$ cat config.mk
export PLATFORM = sky130hd
export DESIGN_NAME = img_loader
export DESIGN_NICKNAME = d
export VERILOG_FILES = /design/src/rtl/img_loader.sv
export SDC_FILE = /design/constraint.sdc
export NUM_CORES = 1
export LEC_CHECK = 0
export CAP_MARGIN = 40
export CORE_AREA = 2 2 62 64
export CTS_CLUSTER_SIZE = 10
export DETAILED_ROUTE_END_ITERATION = 10
export DIE_AREA = 0 0 64 66
export PLACE_DENSITY = 0.68
export SYNTH_ARGS = -nofsm -noshare
export SYNTH_HDL_FRONTEND = slang
export SYNTH_SLANG_ARGS = --single-unit
$ cat constraint.sdc
create_clock -name clk -period 3.72 [get_ports clk]
set_input_delay 1.116 -clock clk [delete_from_list [all_inputs] [get_ports clk]]
set_output_delay 1.116 -clock clk [all_outputs]
set_load 0.01 [all_outputs]
$ cat src/rtl/img_loader.sv
// img_loader: front-end stage of the CNN accelerator.
// Accepts one IMG_W x IMG_H grayscale frame as a valid/ready pixel stream and writes it in
// raster order to port A of both image memory copies. It then pulses cnn_start and holds off
// further input until cnn_done, so the image stays stable during inference.
//
// Ports:
//   clk        in   single clock, rising edge
//   reset_n    in   synchronous active-low reset
//   pix_valid  in   upstream pixel valid
//   pix_ready  out  loader can accept a pixel (LOAD state only)
//   pix_data   in   pixel value
//   pix_last   in   marks the final pixel of a frame
//   mem_addr   out  write address to both memory copies (registered)
//   mem_data   out  write data to both memory copies (registered)
//   mem_wren   out  write enable to both memory copies (registered)
//   cnn_start  out  one-cycle pulse: frame committed, start inference
//   cnn_done   in   one-cycle pulse: inference finished (ignored outside RUN)
//   frame_err  out  sticky framing-error flag
//   err_clr    in   clears frame_err; a simultaneous new error wins
//   busy       out  high while a frame is held for the CNN
module img_loader #(
   parameter int unsigned IMG_W  = 28,
   parameter int unsigned IMG_H  = 28,
   parameter int unsigned PIX_W  = 8,
   parameter int unsigned ADDR_W = 10
) (
   input  logic              clk,
   input  logic              reset_n,
   input  logic              pix_valid,
   output logic              pix_ready,
   input  logic [PIX_W-1:0]  pix_data,
   input  logic              pix_last,
   output logic [ADDR_W-1:0] mem_addr,
   output logic [PIX_W-1:0]  mem_data,
   output logic              mem_wren,
   output logic              cnn_start,
   input  logic              cnn_done,
   output logic              frame_err,
   input  logic              err_clr,
   output logic              busy
);

   localparam int unsigned       NumPix  = IMG_W * IMG_H;
   localparam logic [ADDR_W-1:0] LastIdx = ADDR_W'(NumPix - 1);

   typedef enum logic [1:0] {StLoad, StFire, StRun} state_e;

   state_e            state_q, state_d;
   logic [ADDR_W-1:0] cnt_q, cnt_d;
   logic [ADDR_W-1:0] addr_q, addr_d;
   logic [PIX_W-1:0]  data_q, data_d;
   logic              wren_q, wren_d;
   logic              start_q, start_d;
   logic              err_q, err_d;
   logic              err_set;
   logic              beat;

   assign pix_ready = (state_q == StLoad);
   assign busy      = (state_q != StLoad);
   assign beat      = pix_valid & pix_ready;

   assign mem_addr  = addr_q;
   assign mem_data  = data_q;
   assign mem_wren  = wren_q;
   assign cnn_start = start_q;
   assign frame_err = err_q;

   always_comb begin
      state_d = state_q;
      cnt_d   = cnt_q;
      addr_d  = addr_q;
      data_d  = data_q;
      wren_d  = 1'b0;
      // Registered so the pulse lands one cycle after FIRE, once the final write is committed.
      start_d = (state_q == StFire);
      err_set = 1'b0;

      unique case (state_q)
         StLoad: begin
            if (beat) begin
               addr_d = cnt_q;
               data_d = pix_data;
               wren_d = 1'b1;
               if (cnt_q == LastIdx) begin
                  // Full frame: used even if pix_last is missing, but flagged.
                  cnt_d   = '0;
                  state_d = StFire;
                  err_set = ~pix_last;
               end else if (pix_last) begin
                  // Early last: partial frame is simply overwritten by the next one.
                  cnt_d   = '0;
                  err_set = 1'b1;
               end else begin
                  cnt_d = cnt_q + 1'b1;
               end
            end
         end
         StFire: state_d = StRun;
         StRun: begin
            if (cnn_done) state_d = StLoad;
         end
         default: state_d = StLoad;
      endcase

      err_d = err_set | (err_q & ~err_clr);
   end

   always_ff @(posedge clk) begin
      if (!reset_n) begin
         state_q <= StLoad;
         cnt_q   <= '0;
         addr_q  <= '0;
         data_q  <= '0;
         wren_q  <= 1'b0;
         start_q <= 1'b0;
         err_q   <= 1'b0;
      end else begin
         state_q <= state_d;
         cnt_q   <= cnt_d;
         addr_q  <= addr_d;
         data_q  <= data_d;
         wren_q  <= wren_d;
         start_q <= start_d;
         err_q   <= err_d;
      end
   end

endmodule

==> impl_metrics.py <==
metrics = {
    "layout": {
        "n_antenna_cell": 0,
        "syn_to_final_growth_pct": 34.9,
        "drive_gt1_share_pct": 7.45,
        "multi_input_area_um2": 654,
        "area.sequential_um2": 661,
        "fillers": 346,
        "fin_nets": 202,
        "stdcell_area_um2": 1830,
    },
    "logic_synthesis": {
        "synth_edf_count": 0,
        "synth_compound_area_share_pct": 13.7,
        "yosysTopAreaCell": "dfxtp_1",
        "synthXorXnorAreaFrac_pct": 5.82,
        "synthTopCellsByArea": "dfxtp_1 49%, nand2_1 12%, a21boi_0 11%",
        "synth_top_family_by_area": "simple AND/OR/NAND/NOR gates",
        "synthMuxAreaShare_pct": 0,
        "ys_async_sr_fraction_pct": 0,
        "synth_simple_gate_area_share_pct": 27.9,
        "synthCells": 149,
        "syn_nets": 164,
        "synthMostInstantiatedCell": "nand2_1",
        "synthesis.area_um2": 1360,
        "synth_cell_type_count": 26,
        "synth.ff_latch_count": 33,
        "yosys_warnings": 0,
        "seq_area_frac_synth_pct": 48.8,
        "ys_top_cells_by_count": "43 x nand2_1, 33 x dfxtp_1, 19 x a21boi_0",
        "synth.avg_cell_area_um2": 9.09,
        "ys.flop_type": "dfxtp_1",
        "synth-adder-area-share_pct": 0.923,
        "synth.top_cell.area_share_pct": 48.8,
    },
    "clock_tree": {
        "cts_hold_buffers": 0,
        "cts_buffers": 5,
        "path_clk_slew_ns": 0.09,
        "clock_path_buffers": 2,
        "cts_sinks": 33,
        "htree_levels": 2,
        "cts_resized": 0,
        "cts_tree": "done",
        "post_cts_buffers": 0,
        "root_buffer": "clkbuf_4",
        "worstSkewPairLatency_ns": 0.33,
    },
    "power_and_ir_drop": {
        "netSwitchingFraction_pct": 22.4,
        "leakage_uw": 0.000688,
        "clkPwrFrac_pct": 34.6,
        "pwr-share-comb_pct": 9.1,
        "p_sw_uw": 145,
        "ir_worst_vdd_uv": 199,
        "powerDensity_nw_per_um2": 355,
        "power.share.sequential_pct": 56.3,
        "power.internal_uw": 503,
    },
    "sta": {
        "fin_worst_skew_ns": 0.00908,
        "rsz0062_at_grt": "false",
        "finalSetupTns_ns": 0,
        "fmaxAchievable_mhz": 387,
        "setup_viol": 0,
        "finalCritPeriodShare_pct": 69.5,
        "relSlewSlack_pct": 50.9,
        "finalCriticalPeriod_ns": 2.58,
        "hold_viol_final": 0,
        "tightest_slew_ns": 0.734,
        "drv_slew": 0,
    },
    "detailed_routing": {
        "routed_via_density": 4.67,
        "drc": 0,
        "dr.first_iter.drc_count": 25,
        "vias": 1102,
        "routedWlPerCell_um": 11.4,
        "wl_mm": 2.69,
        "first_pass_iters": 2,
        "postRouteAntennaNets": 0,
    },
    "floorplan": {
        "start_util_pct": 38.2,
        "core-area_um2": 3550,
        "dieArea_um2": 4220,
        "die_w_um": 64,
        "ios": 37,
        "die_y_um": 66,
        "std_cell_rows": 22,
    },
    "grt": {
        "grt_overflow": 0,
        "grt_pass1_vias": 1109,
        "track_usage_pct": 15.2,
        "grt_pass1_wl_mm": 4.96,
        "grt_max_degree": 22,
        "antenna_found_initial": 0,
    },
    "placement": {
        "io_buffers": 36,
        "dpl_cell_area_um2": 1760,
        "hpwl_mm": 2.00,
        "place.gp.congestion": 0.759,
    },
    "setup_path": {
        "arrival_ns": 1.47,
        "cp-end-kind": "output port",
        "required_ns": 2.60,
        "path_class": "register to output port",
        "critPathMaxFanout": 5,
        "start_kind": "register",
    },
    "status": {
        "outcome": "completed",
    },
    "run": {
        "maxCapViolCount": 0,
    },
    "worst_hold_path": {
        "hp-class": "register to register",
    },
}
critical path: stages, from the launching register on:
cell and delay (ns):
dfxtp_1 0.37, nor2_1 0.20, clkdlybuf4s50_1 0.57
power by group through the flow:
| stage | logic (uW) | registers [uW] | clock network, uW |
|---|---|---|---|
| 3_5_place_dp | 59.8 | 373 | 0 |
| 5_1_grt | 65.1 | 366 | 253 |
| 6_report | 59.2 | 365 | 224 |
| 3_3_place_gp | 58.6 | 373 | 0 |
| 4_1_cts | 60.3 | 365 | 234 |
| 2_1_floorplan | 23.8 | 376 | 0 |
placed cells by master, fill, tap and decap left out, types with 2 or more instances in the layout:
| cell type | netlist | final |
|---|---|---|
| nor3_1 | 2 | 2 |
| a21boi_0 | 19 | 19 |
| inv_1 | 2 | 2 |
| xor2_1 | 6 | 6 |
| clkbuf_8 | 0 | 2 |
| xnor2_1 | 3 | 3 |
| and3_1 | 2 | 2 |
| buf_4 | 0 | 2 |
| nand2_1 | 43 | 43 |
| clkbuf_4 | 0 | 5 |
| nand4_1 | 5 | 5 |
| nor2_1 | 12 | 12 |
| nor2b_1 | 2 | 2 |
| dfxtp_1 | 33 | 33 |
| clkdlybuf4s50_1 | 0 | 36 |
cell type report:
| cell class | instances | share of cell area [%] |
|---|---|---|
| Sequential cell | 33 | 36.1 |
| Multi-Input combinational cell | 107 | 35.8 |
| Timing Repair Buffer | 38 | 20.5 |
| Clock buffer | 7 | 3.56 |
| Tap cell | 48 | 3.29 |
| Inverter | 2 | 0.411 |
| Clock inverter | 1 | 0.274 |
sequential cells by signal (all words and copies together), names as in the netlist:
name and count:
mem_addr 10, mem_wren 1, state_q 2, frame_err 1, cnn_start 1, cnt_q 10, mem_data 8
metal layers:
metal | vias to the layer above | GRT usage (%) | share of wire [%] | routed length (um)
li1 | 567 | - | - | -
met1 | 499 | 17.6 | 45 | 1210
met2 | 30 | 25.8 | 47 | 1270
met3 | 6 | 5.45 | 5.9 | 159
met4 | 0 | 5.71 | 1.6 | 42
met5 | - | 0 | 0 | 0
stage by stage:
step / hold WS (ns) / setup WS (ns) / cells / total power, uW / utilization, %
finish: 0.465 / 1.14 / 236 / 648 / 51.5
global route: 0.485 / 1.03 / 236 / 684 / 51.5
floorplan: 0.474 / 1.83 / 149 / 399 / -
detailed placement: 0.457 / 0.914 / 228 / 433 / 49.5
CTS: 0.470 / 1.09 / 236 / 659 / 51.5
global placement: 0.451 / 0.977 / 228 / 431 / 49.5
cell families (layout without fill, tap and decap cells):
family | count (synthesis) | after routing
AND/OR/NAND/NOR | 74 | 74
buffers and inverters | 9 | 48
XOR/XNOR | 9 | 9
adder cells (fa/ha/maj) | 1 | 1
flip-flops | 33 | 33
AO/OA/AOI/OAI | 23 | 23
path summary, 6_finish.rpt:
path / startpoint / end / slack (ns) / cells past startpoint
max: state_q[0] / pix_ready / 1.14 / 2
min: mem_data[5] / mem_data[5] / 0.46 / 2
max reg2reg: state_q[0] / cnt_q[8] / 2.01 / 4
min reg2reg: mem_data[5] / mem_data[5] / 0.46 / 2
No activity file was read; power rests on OpenSTA's default activity.
